[src/rtl/downsampler_pkg.sv]
// Shared constants, FSM state type and ratio range check for the downsampler rate controller.
package downsampler_pkg;

    localparam logic [31:0] ONE_VALUE        = 32'h8000_0000;  // 1.0 in ufix_32_31
    localparam logic [31:0] INV_ONE          = 32'h0040_0000;  // 1.0 in ufix_32_22
    localparam logic [31:0] MIN_RATIO_EXCL   = 32'h0020_0000;
    localparam int unsigned DIV_DIVIDEND_EXP = 53;
    localparam int unsigned DIV_STEPS        = 32;

    // Upper dividend bits (2^53 >> 32) preloaded; every valid divisor exceeds them,
    // so the 22 leading quotient bits are known zero and only 32 steps remain.
    localparam logic [32:0] DIV_REM_INIT = 33'(1) << (DIV_DIVIDEND_EXP - DIV_STEPS);

    typedef enum logic [2:0] {
        ST_HOLD,
        ST_IDLE,
        ST_CHECK,
        ST_DIVIDE,
        ST_APPLY
    } ds_state_t;

    function automatic logic ratio_in_range(input logic [31:0] ratio);
        return (ratio > MIN_RATIO_EXCL) && (ratio <= ONE_VALUE);
    endfunction

endpackage

[src/rtl/ratio_inv_divider.sv]
// Iterative restoring divider producing floor(2^53 / divisor), one quotient bit per cycle.
module ratio_inv_divider
    import downsampler_pkg::*;
(
    input  logic        aclk,
    input  logic        aresetn,
    input  logic        start,
    input  logic [31:0] divisor,
    output logic        done,
    output logic [31:0] quotient
);

    logic [32:0] rem_q;
    logic [31:0] div_q;
    logic [30:0] quo_q;
    logic [4:0]  step_q;
    logic        run_q;

    logic [32:0] rem_shift;
    logic [32:0] rem_sub;
    logic        q_bit;

    // Remaining dividend bits are all zero, so each step just shifts a zero in.
    always_comb begin
        rem_shift = rem_q << 1;
        rem_sub   = rem_shift - {1'b0, div_q};
        q_bit     = ~rem_sub[32];
    end

    // done marks the cycle whose step yields the final bit; quotient is valid then.
    assign done     = run_q && (step_q == 5'(DIV_STEPS - 1));
    assign quotient = {quo_q, q_bit};

    always_ff @(posedge aclk) begin
        if (!aresetn) begin
            rem_q  <= '0;
            div_q  <= '0;
            quo_q  <= '0;
            step_q <= '0;
            run_q  <= 1'b0;
        end else if (start) begin
            rem_q  <= DIV_REM_INIT;
            div_q  <= divisor;
            quo_q  <= '0;
            step_q <= '0;
            run_q  <= 1'b1;
        end else if (run_q) begin
            rem_q  <= q_bit ? rem_sub : rem_shift;
            quo_q  <= {quo_q[29:0], q_bit};
            step_q <= step_q + 5'd1;
            if (done) begin
                run_q <= 1'b0;
            end
        end
    end

endmodule

[src/rtl/downsampler_rate_ctrl.sv]
// Accepts decimation-ratio requests, validates them, computes the inverse and
// applies both to the downsampler core behind a timed core reset.
module downsampler_rate_ctrl
    import downsampler_pkg::*;
#(
    parameter int unsigned RESET_CYCLES = 4
) (
    input  logic        aclk,
    input  logic        aresetn,
    input  logic [31:0] cfg_ratio,
    input  logic        cfg_valid,
    output logic        cfg_ready,
    output logic        cfg_error,
    output logic [31:0] freqRatio,
    output logic [31:0] freqRatioInv,
    output logic        core_aresetn,
    output logic        busy
);

    localparam logic [7:0] CNT_LAST = 8'(RESET_CYCLES - 1);

    ds_state_t   state_q;
    logic [7:0]  cnt_q;
    logic [31:0] ratio_q;
    logic        ratio_ok;
    logic        div_start;
    logic        div_done;
    logic [31:0] div_quot;

    assign ratio_ok  = ratio_in_range(ratio_q);
    assign div_start = (state_q == ST_CHECK) && ratio_ok;

    ratio_inv_divider u_divider (
        .aclk     (aclk),
        .aresetn  (aresetn),
        .start    (div_start),
        .divisor  (ratio_q),
        .done     (div_done),
        .quotient (div_quot)
    );

    always_ff @(posedge aclk) begin
        if (!aresetn) begin
            state_q      <= ST_HOLD;
            cnt_q        <= '0;
            ratio_q      <= ONE_VALUE;
            freqRatio    <= ONE_VALUE;
            freqRatioInv <= INV_ONE;
            core_aresetn <= 1'b0;
            cfg_ready    <= 1'b0;
            cfg_error    <= 1'b0;
            busy         <= 1'b1;
        end else begin
            case (state_q)
                // HOLD and APPLY share the timed core-reset release.
                ST_HOLD, ST_APPLY: begin
                    if (cnt_q == CNT_LAST) begin
                        state_q      <= ST_IDLE;
                        cnt_q        <= '0;
                        core_aresetn <= 1'b1;
                        cfg_ready    <= 1'b1;
                        busy         <= 1'b0;
                    end else begin
                        cnt_q <= cnt_q + 8'd1;
                    end
                end
                ST_IDLE: begin
                    if (cfg_valid && cfg_ready) begin
                        ratio_q   <= cfg_ratio;
                        cfg_error <= 1'b0;
                        cfg_ready <= 1'b0;
                        busy      <= 1'b1;
                        state_q   <= ST_CHECK;
                    end
                end
                ST_CHECK: begin
                    if (ratio_ok) begin
                        state_q <= ST_DIVIDE;
                    end else begin
                        state_q   <= ST_IDLE;
                        cfg_error <= 1'b1;
                        cfg_ready <= 1'b1;
                        busy      <= 1'b0;
                    end
                end
                ST_DIVIDE: begin
                    if (div_done) begin
                        freqRatio    <= ratio_q;
                        freqRatioInv <= div_quot;
                        core_aresetn <= 1'b0;
                        cnt_q        <= '0;
                        state_q      <= ST_APPLY;
                    end
                end
                default: begin
                    state_q <= ST_HOLD;
                    cnt_q   <= '0;
                end
            endcase
        end
    end

endmodule

[config.mk]
export PLATFORM = sky130hd
export DESIGN_NAME = downsampler_rate_ctrl
export DESIGN_NICKNAME = d
export VERILOG_FILES = /design/src/rtl/downsampler_pkg.sv /design/src/rtl/ratio_inv_divider.sv /design/src/rtl/downsampler_rate_ctrl.sv
export SDC_FILE = /design/constraint.sdc
export NUM_CORES = 1
export LEC_CHECK = 0
export BUFFER_PORTS_ARGS = -buffer_cell sky130_fd_sc_hd__clkbuf_2
export CORE_ASPECT_RATIO = 1.75
export CORE_UTILIZATION = 45
export CTS_BUF_LIST = sky130_fd_sc_hd__clkbuf_4 sky130_fd_sc_hd__clkbuf_8
export DETAILED_ROUTE_END_ITERATION = 10
export PLACE_DENSITY = 0.69
export RECOVER_POWER = 25
export SLEW_MARGIN = 20
export SYNTH_ARGS = -nofsm -noshare
export SYNTH_HDL_FRONTEND = slang
export SYNTH_SLANG_ARGS = --single-unit
[constraint.sdc]
create_clock -name aclk -period 3 [get_ports aclk]
set_clock_uncertainty 0.05 [all_clocks]
set_input_delay 0.45 -clock aclk [delete_from_list [all_inputs] [get_ports aclk]]
set_output_delay 0.45 -clock aclk [all_outputs]
set_load 0.03 [all_outputs]
==> reports/results.txt, run 1 <==
status: finished clean
H-tree depth: 1
async set or reset register ratio after synthesis: 0%
worst path arrival time: 3.32 ns
initial antenna violation count: 0
Tot Pwr: 6.92 mW
Primary FF master, synth: dfxtp_1
P_leak: 4.77 nW
Initial DRC Count: 343
Synth Cell Area: 10100 um^2
final period utilization: 97.1%
Finished Layout Cells: 1669
crit path launch type: flop
Sink Count: 212
Die Width: 115 um
top-area cell type share of the netlist area: 42.1%
commonest cells in the netlist: nand2_1, dfxtp_1, a21boi_0, nor2_1, mux2i_1
fin. max-slew vios: 0
first-pass GRT wire length: 43.0 mm
sw frac: 29.1%
largest cells by area after synthesis: dfxtp_1, nand2_1, a21boi_0
Clk pwr share: 35.2%
total grt overflow: 0
combinational share of power: 22.6%
share of layout cells above drive strength 1: 17.3%
Max FO, Critical Path: 6
net load switching power: 2.01 mW
CP required: 3.41 ns
DRC errors left: 0
vias in the first global route: 8775
Syn. warnings: 0
post-DR vias/cell: 5.27
placer congestion estimate: 0.899
CTS Root Cell: clkbuf_8
FILL cells: 2047
nets@finish: 1419
Final WS setup: 0.0863 ns
Sequential Power Share: 42.1%
Mean Syn Cell Area: 8.37 um^2
Rows: 72
Routed WL: 26.1 mm
CTS tree: built
clock tree buffer depth: 3
IO Port Bufs: 102
Synth area leader: dfxtp_1
f_max: 0.343 GHz
GR Util All Layers: 23.4%
via count: 8796
Int Power: 4.91 mW
WS Path Type: flop to flop
Seq/Total Area, Yosys: 42.1%
Placed Cells: 1590
detailed placer's ending HPWL: 18.3 mm
CTS Buf Count: 30
Netlist cell types: 58
IO Count: 103
die area: 23000 um^2
antenna viol nets, final: 0
Starting Density: 45.6%
DRT Pass-1 Iters: 5
Final Setup Violations: 0
Power Density: 568 nW/um^2
Hold WC Path Type: primary input to flop
clock insertion delay at the later pin of the skew report: 0.58 ns
largest net degree at the start of global routing: 67
clock-pin slew on the worst setup and hold paths: 0.07 ns
Die H: 200 um
Setup crit end kind: flop
wire per inst: 15.6 um
Max Cap Viol: 0
syn nets: 1273
top-count cell post-synth: nand2_1
CORE AREA: 22100 um^2
FF+latch count, synth: 212
pre-CTS setup slack: -0.191 ns
post-layout min period: 2.91 ns
synth-to-layout area growth: 20.9%
RSZ-0062 raised after global routing: no
Rel. slew slack: 55.2%
Syn Inst Count: 1203
EDFF count, synth: 0
Worst Tran Pin Value: 0.671 ns
Final Hold Fails: 0
# diodes: 0
Max VDD drop: 0.414 mV
[flip-flops by register name (all words and copies together) (netlist names), 3 cells and up]
| signal | cells |
|---|---|
| freqRatioInv | 32 |
| freqRatio | 32 |
| ratio_q | 32 |
| u_divider.div_q | 32 |
| u_divider.rem_q | 32 |
| u_divider.quo_q | 31 |
| cnt_q | 8 |
| u_divider.step_q | 5 |
| state_q | 3 |
[kinds of logic after synthesis]
logic type	share of synthesized area, %
compound gates	18.1
buf+inv	4.47
mux	6.97
simple gates	20.1
fa+ha+maj	4.42
xor+xnor	3.76
flops	42.1
[layout make-up]
cell class / count / area (um^2) / area share (%)
clock buffer: 44 / 568 / 4.67
tap: 296 / 370 / 3.04
sequential: 212 / 4260 / 35.0
clock inverter: 12 / 87.6 / 0.719
timing repair buffer: 186 / 1160 / 9.55
multi-input combinational: 882 / 5590 / 45.9
inverter: 37 / 139 / 1.14
[critical path, stage by stage (launching register included)]
cell and delay, ns:
dfxtp_2 0.32, inv_1 0.04, ha_1 0.29, nand4_1 0.11, or3_4 0.41, a211oi_2 0.16, buf_4 0.15, o2111ai_2 0.10
and4b_4 0.21, o21a_4 0.24, xnor2_4 0.15, buf_6 0.15, buf_4 0.13, mux2i_1 0.21, nor2_1 0.07
[what timing repair did]
action	4_1_cts	5_1_grt
resized for setup	26	28
hold buffers	0	0
pin swaps	18	20
endpoints found under the setup margin	32	33
gates cloned	0	1
setup buffers	21	3
[final timing paths]
path	from	to	slack [ns]	depth (start not counted)
worst max-delay path	u_divider.div_q[16]$_SDFFE_PN0P_	u_divider.quo_q[0]$_SDFFE_PP0P_	0.09	14
worst max register to register	u_divider.div_q[16]$_SDFFE_PN0P_	u_divider.quo_q[0]$_SDFFE_PP0P_	0.09	14
worst min register to register	freqRatioInv[4]$_SDFFE_PN0P_	freqRatioInv[4]$_SDFFE_PN0P_	0.42	2
worst min-delay path	cfg_ratio[16]	ratio_q[16]$_SDFFE_PN0P_	0.05	3
[placed cells by master (no fill, tap or decap), drive strengths merged, types with 13 or more instances in the layout]
cell,synthesis,final
nand2,280,280
dfxtp,212,212
clkbuf,55,145
a21boi,94,94
buf,17,85
nor2,70,70
mux2i,69,69
a21oi,48,48
o21ai,48,48
nor2b,40,40
inv,37,37
ha,34,34
a31oi,27,27
xor2,20,20
xnor2,19,19
nand3,13,13
[power by group through the flow]
stage	Clock, mW	Sequential [mW]	Combinational (mW)
final	2.44	2.92	1.57
after global routing	2.63	2.92	1.69
after CTS	2.50	2.91	1.52
after detailed placement	0	2.98	1.42
after global placement	0	2.97	1.41
after floorplan	0	3.00	0.922
[per-stage QoR]
step                      utilization [%]  setup TNS, ns  hold WS [ns]  cell area, um^2
final                                55.2              0        0.0460            12200
after detailed placement             50.7          -2.10         0.403            11200
after global routing                 55.2              0        0.0227            12200
after CTS                            55.0         -0.210        0.0159            12100
after floorplan                         -              0         0.390            10100
after global placement               50.7         -0.342         0.386            11200
[per-layer routing]
metal	routed length, um	share of wire, %	up-vias	GRT usage [%]
met3	1230	4.7	74	4.08
met5	0	0	-	0
li1	-	-	4402	-
met1	10200	39	4123	26.4
met4	1240	4.8	0	13.2
met2	13400	51	197	41.3
Power figures use the tool's default switching activity.
==> inputs of run 2 (changes only) <==
--- a/config.mk
+++ b/config.mk
@@ -7,8 +7,10 @@
 export LEC_CHECK = 0
 export BUFFER_PORTS_ARGS = -buffer_cell sky130_fd_sc_hd__clkbuf_2
+export CAP_MARGIN = 20
 export CORE_ASPECT_RATIO = 1.75
 export CORE_UTILIZATION = 45
 export CTS_BUF_LIST = sky130_fd_sc_hd__clkbuf_4 sky130_fd_sc_hd__clkbuf_8
 export DETAILED_ROUTE_END_ITERATION = 10
+export GPL_TIMING_DRIVEN = 0
 export PLACE_DENSITY = 0.69
 export RECOVER_POWER = 25
==> constraint.sdc (replaced) <==
create_clock -name aclk -period 3 [get_ports aclk]
set_clock_uncertainty 0.05 [all_clocks]
set_input_delay 0.15 -clock aclk [delete_from_list [all_inputs] [get_ports aclk]]
set_output_delay 0.15 -clock aclk [all_outputs]
set_load 0.03 [all_outputs]
==> run 2 against run 1 <==
Compared with the run above: the run now ends with negative setup slack left; power grew 2.5%; sequential cell count did not move; largest power group unchanged; cell area is 0.96% higher; setup slack worse by 0.21 ns; sequential share of layout area decreased by 0.41 points; register-to-register slack worse by 0.21 ns; utilization increased by 0.53 points; via count up 1.8%; combinational power rose by 9.6%.
==> reports/results.txt, run 2 (same netlist as run 1, synthesis figures left out) <==
status: finished with violations
failing checks: negative setup slack
Die Width: 115 um
commonest non-fill, non-tap cells in the layout: nand2_1, dfxtp_1, clkbuf_1
Setup crit end kind: flop
detailed placer's ending HPWL: 20.7 mm
Final WS setup: -0.122 ns
clock insertion delay at the later pin of the skew report: 0.56 ns
CP cell instances: inv_1 > fa_1 > nand2b_4 > a21o_1 > a211oi_4 > buf_6 > o2111ai_2 > and4b_4 > o21a_4 > xnor2_4 > buf_8 > buf_12 > mux2i_1 > a21oi_1
post-DR vias/cell: 5.28
fin. max-slew vios: 0
r2r setup slk: -0.12 ns
Placed Area: 11000 um^2
Int Power: 5.03 mW
CORE AREA: 22100 um^2
GR Util All Layers: 24.3%
worst reg2reg path depth: 14
Max FO, Critical Path: 5
H-tree depth: 1
Worst Tran Pin Value: 1.10 ns
met2 usage: 45.9%
Levels on crit path: 14
first-pass GRT wire length: 44.0 mm
CP max stage delay: 0.39 ns
Power Density: 577 nW/um^2
Final Hold Fails: 0
Sequential Power Share: 41.2%
IO Count: 103
Tot Pwr: 7.09 mW
clock tree buffer depth: 3
WS Path Type: flop to flop
Rows: 72
f_max: 0.320 GHz
Starting Density: 45.6%
start of the worst register-to-register path: u_divider.rem_q[0]$_SDFFE_PP0P_
Initial DRC Count: 422
CP Buf/Inv Count: 4
# diodes: 0
crit path from: u_divider.rem_q[0]$_SDFFE_PP0P_
CP required: 3.38 ns
share of layout cells above drive strength 1: 12.8%
via count: 8957
CTS Buf Count: 30
critical path capture point: u_divider.rem_q[27]$_SDFFE_PP0P_
Final Setup Violations: 31
Sink Count: 212
Die H: 200 um
FILL cells: 2049
combinational share of power: 24.3%
DRT Pass-1 Iters: 5
sw frac: 29.1%
vias in the first global route: 9007
CTS tree: built
RSZ-0062 raised after global routing: yes
total grt overflow: 0
post-layout min period: 3.12 ns
nets@finish: 1452
P_leak: 4.70 nW
Hold WC Path Type: primary input to flop
met1 usage: 24.7%
synth-to-layout area growth: 22.1%
Clk pwr share: 34.6%
Max Cap Viol: 0
critical path's top delay family: compound AO/OA/AOI/OAI gates
wire per inst: 16.4 um
clock-pin slew on the worst setup and hold paths: 0.07 ns
placer congestion estimate: 0.906
Final Cell Area: 12300 um^2
Worst R2R End: u_divider.rem_q[27]$_SDFFE_PP0P_
initial antenna violation count: 0
final period utilization: 104%
Routed WL: 27.9 mm
Rel. slew slack: 26.2%
commonest non-fill, non-tap cell in the layout: nand2_1
antenna viol nets, final: 0
routing usage on met3: 3.53%
Max VDD drop: 0.524 mV
worst path arrival time: 3.50 ns
DRC errors left: 0
crit path launch type: flop
CTS Root Cell: clkbuf_8
Most Crowded Layer GR: met2
slowest cell on the critical path: fa_1
die area: 23000 um^2
largest net degree at the start of global routing: 16
net load switching power: 2.06 mW
IO Port Bufs: 102
## run 2: worst min-delay path by stage
stage                                             to          start  depth (start not counted)
finish              u_divider.rem_q[31]$_SDFFE_PP0P_        aresetn                          3
CTS                 u_divider.rem_q[31]$_SDFFE_PP0P_        aresetn                          3
global route        u_divider.rem_q[31]$_SDFFE_PP0P_        aresetn                          3
global placement            ratio_q[31]$_SDFFE_PN1P_  cfg_ratio[31]                          3
floorplan                   ratio_q[31]$_SDFFE_PN1P_  cfg_ratio[31]                          2
detailed placement          ratio_q[31]$_SDFFE_PN1P_  cfg_ratio[31]                          3
## run 2: metal layers
| metal | vias up | wire (um) |
|---|---|---|
| li1 | 4450 | - |
| met1 | 4184 | 10400 |
| met2 | 237 | 14700 |
| met3 | 86 | 1190 |
| met4 | 0 | 1540 |
| met5 | - | 0 |
## run 2: through the flow
| step | setup slack [ns] | hold slack [ns] | utilization (%) | TNS (ns) | std cells |
|---|---|---|---|---|---|
| global placement | -0.451 | 0.331 | 49.6 | -15.83 | 1601 |
| finish | -0.122 | 0.0231 | 55.7 | -2.48 | 1697 |
| CTS | -0.241 | 0.00114 | 55.4 | -4.67 | 1698 |
| global route | -0.237 | 0.0408 | 55.7 | -5.77 | 1697 |
| floorplan | 0.231 | 0.224 | - | 0 | 1203 |
| detailed placement | -0.474 | 0.334 | 49.6 | -18.50 | 1601 |
## run 2: final cells by class
type / instances / area [um^2] / share of cell area (%)
clock buffers: 43 / 554 / 4.51
well taps: 296 / 370 / 3.01
multi-input cells: 882 / 5620 / 45.7
inverters: 37 / 139 / 1.13
clock inverters: 8 / 97.6 / 0.794
repair buffers: 151 / 947 / 7.71
flip-flops and latches: 212 / 4250 / 34.6
plain buffers: 68 / 314 / 2.55
## run 2: tightest hold or removal path, delay by kind of cell
kind	cells	cell delay, ns
simple gates	1	0.20
compound gates	1	0.11
buf+inv	1	0.12
## run 2: power by group through the flow
| stage | registers [mW] | clock network [mW] | logic [mW] |
|---|---|---|---|
| 5_1_grt | 2.92 | 2.62 | 1.83 |
| 6_report | 2.92 | 2.45 | 1.72 |
| 3_5_place_dp | 2.98 | 0 | 1.29 |
| 4_1_cts | 2.92 | 2.49 | 1.66 |
| 2_1_floorplan | 3.00 | 0 | 0.922 |
| 3_3_place_gp | 2.98 | 0 | 1.29 |
## run 2: repair_timing
| action | 4_1_cts | 5_1_grt |
|---|---|---|
| cloned | 2 | 0 |
| hold endpoints to repair | 32 | 0 |
| buffers inserted | 12 | 4 |
| resized for setup | 35 | 43 |
| pin swaps | 27 | 21 |
| hold buffers | 32 | 0 |
| setup endpoints to repair | 79 | 64 |
==> inputs of run 3 (changes only) <==
Settings changed: CORE_UTILIZATION 45 to 60, PLACE_DENSITY 0.69 to 0.87.
==> run 3 against run 2 <==
Compared with the run above: the run still ends with negative setup slack left; sequential cell count unchanged; critical endpoint is now u_divider.rem_q[22]$_SDFFE_PP0P_; power is 1.6% lower; routed wire length grew 11%.
==> reports/results.txt, run 3 (same netlist as run 1, synthesis figures left out) <==
failing checks: negative setup slack
CP Buf/Inv Count: 2
FILL cells: 1140
placer congestion estimate: 0.933
initial antenna violation count: 2
first-pass GRT wire length: 47.7 mm
P_leak: 4.67 nW
IO Port Bufs: 102
pre-CTS setup slack: -0.484 ns
fin. max-slew vios: 0
commonest non-fill, non-tap cells in the layout: nand2_1, dfxtp_1, clkbuf_1
Max FO, Critical Path: 6
commonest non-fill, non-tap cell in the layout: nand2_1
Clk pwr share: 33.6%
antenna viol nets, final: 0
WS Path Type: flop to flop
Int Power: 4.90 mW
status: finished with violations
CTS Buf Count: 29
post-DR vias/cell: 5.94
die area: 17300 um^2
Final Cell Area: 12200 um^2
Sequential Power Share: 41.8%
Worst Tran Pin Value: 1.05 ns
H-tree depth: 1
DRC errors left: 0
post-layout min period: 3.10 ns
DRT Pass-1 Iters: 7
CTS Root Cell: clkbuf_8
Max Cap Viol: 0
clock-pin slew on the worst setup and hold paths: 0.07 ns
Sink Count: 212
Power Density: 571 nW/um^2
Finished Layout Cells: 1625
final core occ: 74.3%
Routed WL: 30.8 mm
critical path's top delay family: simple AND/OR/NAND/NOR gates
Fin Hold WS: 0.0534 ns
RSZ-0062 raised after global routing: yes
Initial DRC Count: 874
crit path launch type: flop
CORE AREA: 16400 um^2
TNS Setup: -1.67 ns
Tot Pwr: 6.98 mW
Final Setup Violations: 30
f_max: 0.322 GHz
CTS tree: built
worst path arrival time: 3.46 ns
detailed placer's ending HPWL: 19.8 mm
slowest cell on the critical path: or3_4
clock tree buffer depth: 3
area of the multi-input gates: 5690 um^2
Final WS setup: -0.103 ns
share of layout cells above drive strength 1: 13.4%
IO Count: 103
via count: 9658
Rel. slew slack: 29.4%
Hold WC Path Type: primary input to flop
Placed Cells: 1529
Rows: 62
largest net degree at the start of global routing: 15
Die H: 173 um
sw frac: 29.7%
total grt overflow: 0
Placed Area: 10900 um^2
CP required: 3.36 ns
CP cell instances: inv_2 > ha_4 > nand4_1 > or3_4 > a211oi_4 > o2111ai_1 > and4b_4 > o21a_4 > xnor2_4 > buf_8 > mux2i_4 > a211oi_2
Setup crit end kind: flop
GR Util All Layers: 34.5%
synth-to-layout area growth: 21.3%
wire per inst: 19.0 um
Final Hold Fails: 0
Max VDD drop: 0.558 mV
nets@finish: 1452
Die Width: 99.9 um
clock insertion delay at the later pin of the skew report: 0.55 ns
vias in the first global route: 9829
net load switching power: 2.08 mW
combinational share of power: 24.5%
CP max stage delay: 0.44 ns
Starting Density: 61.2%
final period utilization: 103%
Reg area: 4260 um^2
## run 3: cell types whose count changed in the layout (fill, tap and decap cells not counted), sizes merged
| cell | change |
|---|---|
| clkinv | -4 |
| diode | +2 |
| buf | -1 |
| bufinv | -1 |
| inv | -1 |
| clkinvlp | +1 |
| clkbuf | +4 |
## run 3: layout make-up
cell class | count | share of cell area, %
multi-input combinational | 882 | 46.6
sequential | 212 | 34.8
timing repair buffer | 151 | 7.44
clock buffer | 45 | 4.66
buffer | 69 | 2.60
tap | 224 | 2.29
inverter | 37 | 1.14
clock inverter | 3 | 0.379
antenna | 2 | 0.0410
## run 3: path summary, 6_finish.rpt
path | start | endpoint | slack (ns) | depth (start not counted)
min reg2reg | busy$_SDFFE_PN1P_ | busy$_SDFFE_PN1P_ | 0.41 | 1
max | u_divider.div_q[17]$_SDFFE_PN0P_ | u_divider.rem_q[22]$_SDFFE_PP0P_ | -0.10 | 12
max reg2reg | u_divider.div_q[17]$_SDFFE_PN0P_ | u_divider.rem_q[22]$_SDFFE_PP0P_ | -0.10 | 12
min | cfg_valid | state_q[0]$_SDFFE_PN0P_ | 0.05 | 4
## run 3: power groups by stage
stage	registers [mW]	clock network [mW]	logic (mW)
finish	2.92	2.35	1.71
global placement	2.97	0	1.25
global route	2.92	2.47	1.80
floorplan	3.00	0	0.922
detailed placement	2.98	0	1.27
CTS	2.92	2.33	1.53
## run 3: worst register-to-register path, cell delays in order (launching register included)
cell	delay, ns
dfxtp_2	0.34
inv_2	0.05
ha_4	0.26
nand4_1	0.13
or3_4	0.44
a211oi_4	0.30
o2111ai_1	0.17
and4b_4	0.22
o21a_4	0.24
xnor2_4	0.23
buf_8	0.20
mux2i_4	0.25
a211oi_2	0.08
## run 3: layer usage
layer / global-route usage (%) / vias up / wire length (um)
li1: - / 4459 / -
met1: 35.3 / 4563 / 10800
met2: 62.0 / 457 / 15700
met3: 5.12 / 179 / 1820
met4: 25.5 / 0 / 2440
met5: 0 / - / 0
## run 3: repair_timing
item	CTS	global route
endpoints found under the hold margin	32	0
gates cloned	2	1
hold buffers	32	0
setup buffers	9	6
endpoints found under the setup margin	75	82
resized for setup	47	50
pin swaps	26	25
